==> src/rtl/spi_master_core.sv <==
// SPI master: one word per cmd handshake, CS held across words until cmd_last; response in a one-entry holding register.
// Latency: rsp_valid 1+H+2*DATA_W*H cycles after an IDLE accept. A full response register stalls the FSM in RSPWAIT with SCK idle.
module spi_master_core #(
    parameter int DATA_W = 8,
    parameter int NUM_CS = 2,
    parameter int DIV_W  = 8,
    parameter int CSW    = (NUM_CS > 1) ? $clog2(NUM_CS) : 1
) (
    input  logic              axi_aclk,
    input  logic              axi_aresetn,
    input  logic              cfg_cpol,
    input  logic              cfg_cpha,
    input  logic              cfg_lsb_first,
    input  logic [DIV_W-1:0]  cfg_div,
    input  logic [CSW-1:0]    cfg_cs_sel,
    input  logic              cmd_valid,
    output logic              cmd_ready,
    input  logic [DATA_W-1:0] cmd_data,
    input  logic              cmd_last,
    output logic              rsp_valid,
    input  logic              rsp_ready,
    output logic [DATA_W-1:0] rsp_data,
    output logic              busy,
    output logic [NUM_CS-1:0] spi_cs_n,
    output logic              spi_sck,
    output logic              spi_mosi,
    input  logic              spi_miso
);

    localparam int ECW = $clog2(2 * DATA_W + 1);
    localparam logic [ECW-1:0] LAST_EC = ECW'(2 * DATA_W - 1);

    typedef enum logic [2:0] {IDLE, ASSERT, SHIFT, RSPWAIT, GAP, DEASSERT} state_t;
    state_t state, state_nxt;

    logic              cpol_q, cpha_q, lsb_q, last_q;
    logic [DIV_W-1:0]  div_q, hcnt;
    logic [ECW-1:0]    ec;
    logic [DATA_W-1:0] tx_sr, rx_sr, rx_next, rx_word;
    logic              accept, half_done, edge_ev, last_edge, leading, rsp_free;
    logic              cpha_eff, lsb_eff;

    function automatic logic first_bit(input logic [DATA_W-1:0] v, input logic lsb);
        return lsb ? v[0] : v[DATA_W-1];
    endfunction

    function automatic logic [DATA_W-1:0] shift_out(input logic [DATA_W-1:0] v, input logic lsb);
        return lsb ? (v >> 1) : (v << 1);
    endfunction

    // Out-of-range selects decode to no active chip select.
    function automatic logic [NUM_CS-1:0] cs_decode(input logic [CSW-1:0] sel);
        logic [NUM_CS-1:0] d;
        d = '1;
        for (int i = 0; i < NUM_CS; i++)
            if (int'(sel) == i) d[i] = 1'b0;
        return d;
    endfunction

    assign cmd_ready = (state == IDLE) || (state == GAP);
    assign busy      = (state != IDLE);
    assign accept    = cmd_valid && cmd_ready;
    assign half_done = (hcnt == div_q);
    assign edge_ev   = (state == SHIFT) && half_done;
    assign last_edge = edge_ev && (ec == LAST_EC);
    assign leading   = ~ec[0];
    assign rsp_free  = !rsp_valid || rsp_ready;
    assign cpha_eff  = (state == IDLE) ? cfg_cpha : cpha_q;
    assign lsb_eff   = (state == IDLE) ? cfg_lsb_first : lsb_q;
    assign rx_next   = lsb_q ? {spi_miso, rx_sr[DATA_W-1:1]} : {rx_sr[DATA_W-2:0], spi_miso};
    // With cpha=1 the final bit arrives on the closing trailing edge itself.
    assign rx_word   = cpha_q ? rx_next : rx_sr;

    always_ff @(posedge axi_aclk or negedge axi_aresetn) begin
        if (!axi_aresetn) state <= IDLE;
        else              state <= state_nxt;
    end

    always_comb begin
        state_nxt = state;
        case (state)
            IDLE:     if (cmd_valid) state_nxt = ASSERT;
            ASSERT:   if (half_done) state_nxt = SHIFT;
            SHIFT:    if (last_edge) state_nxt = !rsp_free ? RSPWAIT : (last_q ? DEASSERT : GAP);
            RSPWAIT:  if (rsp_ready) state_nxt = last_q ? DEASSERT : GAP;
            GAP:      if (cmd_valid) state_nxt = SHIFT;
            DEASSERT: if (half_done) state_nxt = IDLE;
            default:  state_nxt = IDLE;
        endcase
    end

    always_ff @(posedge axi_aclk or negedge axi_aresetn) begin
        if (!axi_aresetn) begin
            cpol_q    <= 1'b0;
            cpha_q    <= 1'b0;
            lsb_q     <= 1'b0;
            last_q    <= 1'b0;
            div_q     <= '0;
            hcnt      <= '0;
            ec        <= '0;
            tx_sr     <= '0;
            rx_sr     <= '0;
            rsp_data  <= '0;
            rsp_valid <= 1'b0;
            spi_cs_n  <= '1;
            spi_sck   <= 1'b0;
            spi_mosi  <= 1'b0;
        end else begin
            hcnt <= (state_nxt != state || half_done) ? '0 : hcnt + 1'b1;
            ec   <= (state == SHIFT) ? (edge_ev ? ec + 1'b1 : ec) : '0;

            if (accept && state == IDLE) spi_sck <= cfg_cpol;
            else if (edge_ev)            spi_sck <= ~spi_sck;
            else if (state != SHIFT)     spi_sck <= cpol_q;

            if (accept) begin
                if (state == IDLE) begin
                    cpol_q   <= cfg_cpol;
                    cpha_q   <= cfg_cpha;
                    lsb_q    <= cfg_lsb_first;
                    div_q    <= cfg_div;
                    spi_cs_n <= cs_decode(cfg_cs_sel);
                end
                last_q <= cmd_last;
                if (cpha_eff) begin
                    tx_sr <= cmd_data;
                end else begin
                    spi_mosi <= first_bit(cmd_data, lsb_eff);
                    tx_sr    <= shift_out(cmd_data, lsb_eff);
                end
            end

            if (edge_ev && !last_edge && (leading == cpha_q)) begin
                spi_mosi <= first_bit(tx_sr, lsb_q);
                tx_sr    <= shift_out(tx_sr, lsb_q);
            end
            if (edge_ev && (leading != cpha_q)) rx_sr <= rx_next;

            if (state_nxt == DEASSERT && state != DEASSERT) spi_cs_n <= '1;

            if (last_edge && rsp_free) begin
                rsp_data  <= rx_word;
                rsp_valid <= 1'b1;
            end else if (state == RSPWAIT && rsp_ready) begin
                rsp_data  <= rx_sr;
                rsp_valid <= 1'b1;
            end else if (rsp_ready) begin
                rsp_valid <= 1'b0;
            end
        end
    end

endmodule

==> config.mk <==
export PLATFORM = sky130hd
export DESIGN_NAME = spi_master_core
export DESIGN_NICKNAME = d
export VERILOG_FILES = /design/src/rtl/spi_master_core.sv
export SDC_FILE = /design/constraint.sdc
export NUM_CORES = 1
export LEC_CHECK = 0
export BUFFER_PORTS_ARGS = -buffer_cell sky130_fd_sc_hd__buf_2
export CORE_MARGIN = 8
export CORE_UTILIZATION = 30
export DETAILED_ROUTE_END_ITERATION = 10
export PLACE_DENSITY = 0.51
export RECOVER_POWER = 50
export SLEW_MARGIN = 20
export SYNTH_ARGS = -nofsm -noshare
export SYNTH_HDL_FRONTEND = slang
export SYNTH_SLANG_ARGS = --single-unit
==> constraint.sdc <==
create_clock -name axi_aclk -period 5 [get_ports axi_aclk]
set_input_delay 0 -clock axi_aclk [delete_from_list [all_inputs] [get_ports axi_aclk]]
set_output_delay 0 -clock axi_aclk [all_outputs]
set_load 0.02 [all_outputs]
Word level (Yosys, flattened, before mapping)
Cells that the tools add are included.

Add/subtract/negate cells: 2. Equal/unequal tests: 15. Multiplexer cells: 39. Bitwise gates (word level): 2. Reduce and logical (&&, ||, !) cells: 26.

Operator list (number): $mux 8 (10); $mux 3 (7); $pmux 3 s6 (1); $mux 1 (16); $logic_and 1x1->1 (10); $mux 5 (2); $eq 3x3->1 const B (3); $reduce_bool 3->1 (3); $add 8x1->8 const B (1); $eq 8x8->1 (1); $reduce_bool 2->1 (4); $eq 3x2->1 const B (2); $mux 2 (3); $reduce_and 2->1 (3); $add 5x1->5 const B (1); $eq 5x4->1 const B (1); $eq 3x1->1 const B (1); $logic_not 3->1 (1); $logic_or 1x1->1 (3); $ne 3x2->1 const B (1); $ne 3x3->1 (1); $ne 3x3->1 const B (1); $logic_not 1->1 (2); $ne 2x1->1 const B (1); 4 further kinds (5).

Bits in registers: 57. Input port bits: 26. Output and inout bits: 15. Logic and storage cells: 99.

Depth between registers and ports, before layout
Depth after elaboration: 9. Gate-level depth with buffers: 9. Mapped depth without buffers: 7.

Worst setup path before layout
OpenSTA, ideal clock, no wires.

Path kind: register to register. Start: reg state[1]. End: reg div_q[4]. Library setup time: 125 ps. Data arrival time: 1852 ps. Required time: 4875 ps. Setup slack: 3023 ps. Cell stages (with the launch flop): 7. Path buffers: 3. Period minus slack after synthesis: 1977 ps. Cells stage by stage: dfrtp_1 -> buf_6 -> or3b_1 -> clkbuf_1 -> nor3_2 -> buf_2 -> mux2_2.

Cells in the longest elaborated chain, start to end: 4. Elaborated cells on any way between the ends: 5. Classes of those cells: eq/ne (1); reduce/logical (4).

Ends and longest elaborated chain: start, declared (RTL line 34) `state_t state, state_nxt;`; start signal, assigned (RTL line 76) `else state <= state_nxt;`; $eq 3x3->1 or $logic_not 3->1 (tied branches) (RTL line 60, 117); $logic_or 1x1->1 (RTL line 60) `assign cmd_ready = (state == IDLE) || (state == GAP);`; $logic_and 1x1->1 (RTL line 62) `assign accept = cmd_valid && cmd_ready;`; $reduce_and 2->1 (no source line) (*); end signal, assigned (RTL line 121) `div_q <= cfg_div;`; end, declared (RTL line 37) `logic [DIV_W-1:0] div_q, hcnt;`.

Mark *: on every way between the ends. The rest lies on a longest branch, timed or not. A chain may end at the register's enable or synchronous reset.

==> out/results.tsv <==
metric	value	unit
crit_arrival	2.78	ns
fill_cells	1065	
grt-ovfl-total	0	
syn_area	0.00306	mm^2
drive_gt1_frac	0.231	
dpl_cell_area	0.00336	mm^2
hold_depth	3	
worst_pin_slew	3.04	ns
fp-row-count	37	
antennaDiodeCount	0	
ys_seq_area_frac	0.467	
switching_share	0.382	
clock_latency	0.33	ns
path_class	input pin to async pin	
firstDrtPassIters	4	
multi_input_area	0.00151	mm^2
die_w	117	um
status	finished, violations left	
syn2layout_area_growth	19.2	%
routed_wl	7140	um
crit_path_end_kind	async pin	
place_hpwl	5120	um
ys_types	44	
cts_sinks	57	
dieArea	0.0137	mm^2
grt_max_degree	58	
fin_crit_sh	0.603	
maxSlewHeadroom	-1.03	
drv_cap	1	
layout_commonest_cell	dfrtp_1	
ys.flop_type	dfrtp_1	
grt_use_total	0.116	
utilization	0.361	
met3_wirelength	275	um
grt_pass1_wl	12300	um
failed_checks	max-capacitance violations, max-slew violations	
grt_pass1_vias	2472	
post_synth.cell_area_avg	10.8	um^2
path_clk_slew	0.06	ns
regArea	0.00143	mm^2
tns	0	ns
drv_slew	58	
port_buffers	40	
p_per_area	489	mW/mm^2
route.met2.wl	3350	um
power.total	1.78	mW
post-route-min-period	3.02	ns
h-tree-depth	3	
cts_buffers	9	
routedWlPerCell	15.1	um
reg2regPathDepth	3	
synth-edff-count	0	
synthCells	282	
routed.top_layer	met4	
synth_warnings	0	
start_util	0.303	
num-nets-final	362	
required	4.77	ns
via_count	2273	
pwr-share-clk	0.216	
synth_seq_cells	57	
setup_viol	0	
leakage	1.62	nW
pin_count	41	
timing.fmax	332	MHz
ant_nets	0	
p_int	1.10	mW
die_y	117	um
ir_drop	0.000232	V
hold_ws	0.0353	ns
cts_tree	yes	
drt_iter0_markers	130	
hold_path_class	input pin to flop	
drc	0	
core	0.0101	mm^2
gp_congestion	0.828	
p_seq_frac	0.425	
finalHoldViolations	0	
stdcell_area	0.00365	mm^2
mostFrequentLayoutCells	dfrtp_1, buf_2, mux2_2	
combPwrFrac	0.360	
async_flop_share	1.00	
cts.path.max_buffers	2	
via_per_inst	4.80	
crit_fanout	57	
switching_power	681	uW
cts_root_buffer	clkbuf_8	
rsz0062_at_grt	no	
antenna_found_initial	0	
synth_nets	311	
wl_met1	3400	um
final.setup_skew	0.00619	ns
worstSetupStartpointType	input pin	
==> worst max-delay path, cell delays in order <==
cell and delay (ns):
dlygate4sd3_1 0.51, buf_2 0.09, clkbuf_1 2.14
==> layout make-up <==
class | count | area share
clock buffer | 13 | 0.0436
timing repair buffer | 55 | 0.0899
inverter | 10 | 0.0103
tap | 136 | 0.0467
sequential | 57 | 0.392
clock inverter | 3 | 0.00412
multi-input combinational | 200 | 0.414
==> cells in the mapped netlist, types with 7 or more instances <==
cell type,n,share of area
mux2i_1,18,0.059
a21oi_1,7,0.011
inv_1,10,0.012
dfrtp_1,55,0.45
and3_1,10,0.020
xnor2_1,13,0.037
a221o_1,9,0.029
nand2_1,18,0.022
mux2_2,19,0.070
o21ai_0,9,0.015
nand3_1,15,0.025
nor3_1,8,0.013
nor2_1,16,0.020
buf_2,7,0.011
==> sequential cells by signal, indices dropped and copies added, names as in the netlist <==
register	cells
cpha_q	1
cpol_q	1
div_q	8
ec	5
hcnt	8
last_q	1
lsb_q	1
rsp_data	8
rsp_valid	1
rx_sr	8
spi_cs_n	2
spi_mosi	1
spi_sck	1
state	3
tx_sr	8
==> cell families (layout without fill, tap and decap cells) <==
logic type | after synthesis | after routing | share of synthesized area
AND/OR/NAND/NOR | 87 | 87 | 0.151
flip-flops | 57 | 57 | 0.467
AO/OA/AOI/OAI | 53 | 53 | 0.139
multiplexers | 38 | 38 | 0.136
buffers and inverters | 25 | 81 | 0.0397
XOR/XNOR | 19 | 19 | 0.0544
adder cells (fa/ha/maj) | 3 | 3 | 0.0123
==> through the flow <==
stage	setup WS (ns)	std cells
5_1_grt	1.21	474
3_5_place_dp	2.54	445
3_3_place_gp	2.59	445
2_1_floorplan	3.02	282
4_1_cts	2.53	474
6_report	1.98	474
==> routing by layer <==
metal | vias up | GRT usage
met4 | 0 | 0.0444
met3 | 10 | 0.0323
met5 | - | 0
li1 | 1132 | -
met2 | 35 | 0.190
met1 | 1096 | 0.142
==> power groups by stage <==
stage          logic, mW  clock network [mW]  registers, mW
6_report           0.641               0.384          0.757
5_1_grt            0.717               0.419          0.781
4_1_cts            0.658               0.401          0.758
3_5_place_dp       0.649                   0          0.764
3_3_place_gp       0.639                   0          0.762
2_1_floorplan      0.525                   0          0.718
==> path summary, 6_finish.rpt <==
check	startpoint	endpoint	slack [ns]
min in group asynchronous	axi_aresetn	hcnt[3]	1.29
max	axi_aresetn	rx_sr[4]	1.98
min	cmd_data[5]	tx_sr[5]	0.04
max reg2reg	state[0]	div_q[0]	2.57
min reg2reg	rsp_data[3]	rsp_data[3]	0.51
max in group axi_aclk	state[0]	div_q[0]	2.57
==> repair_timing <==
item                                    CTS  global route
endpoints found under the setup margin    0             0
hold endpoints to repair                 69             0
setup buffers                             0             0
hold buffers                             13             0
gates resized for setup                   0             0
Note: power is estimated with default switching activity, not from simulation.
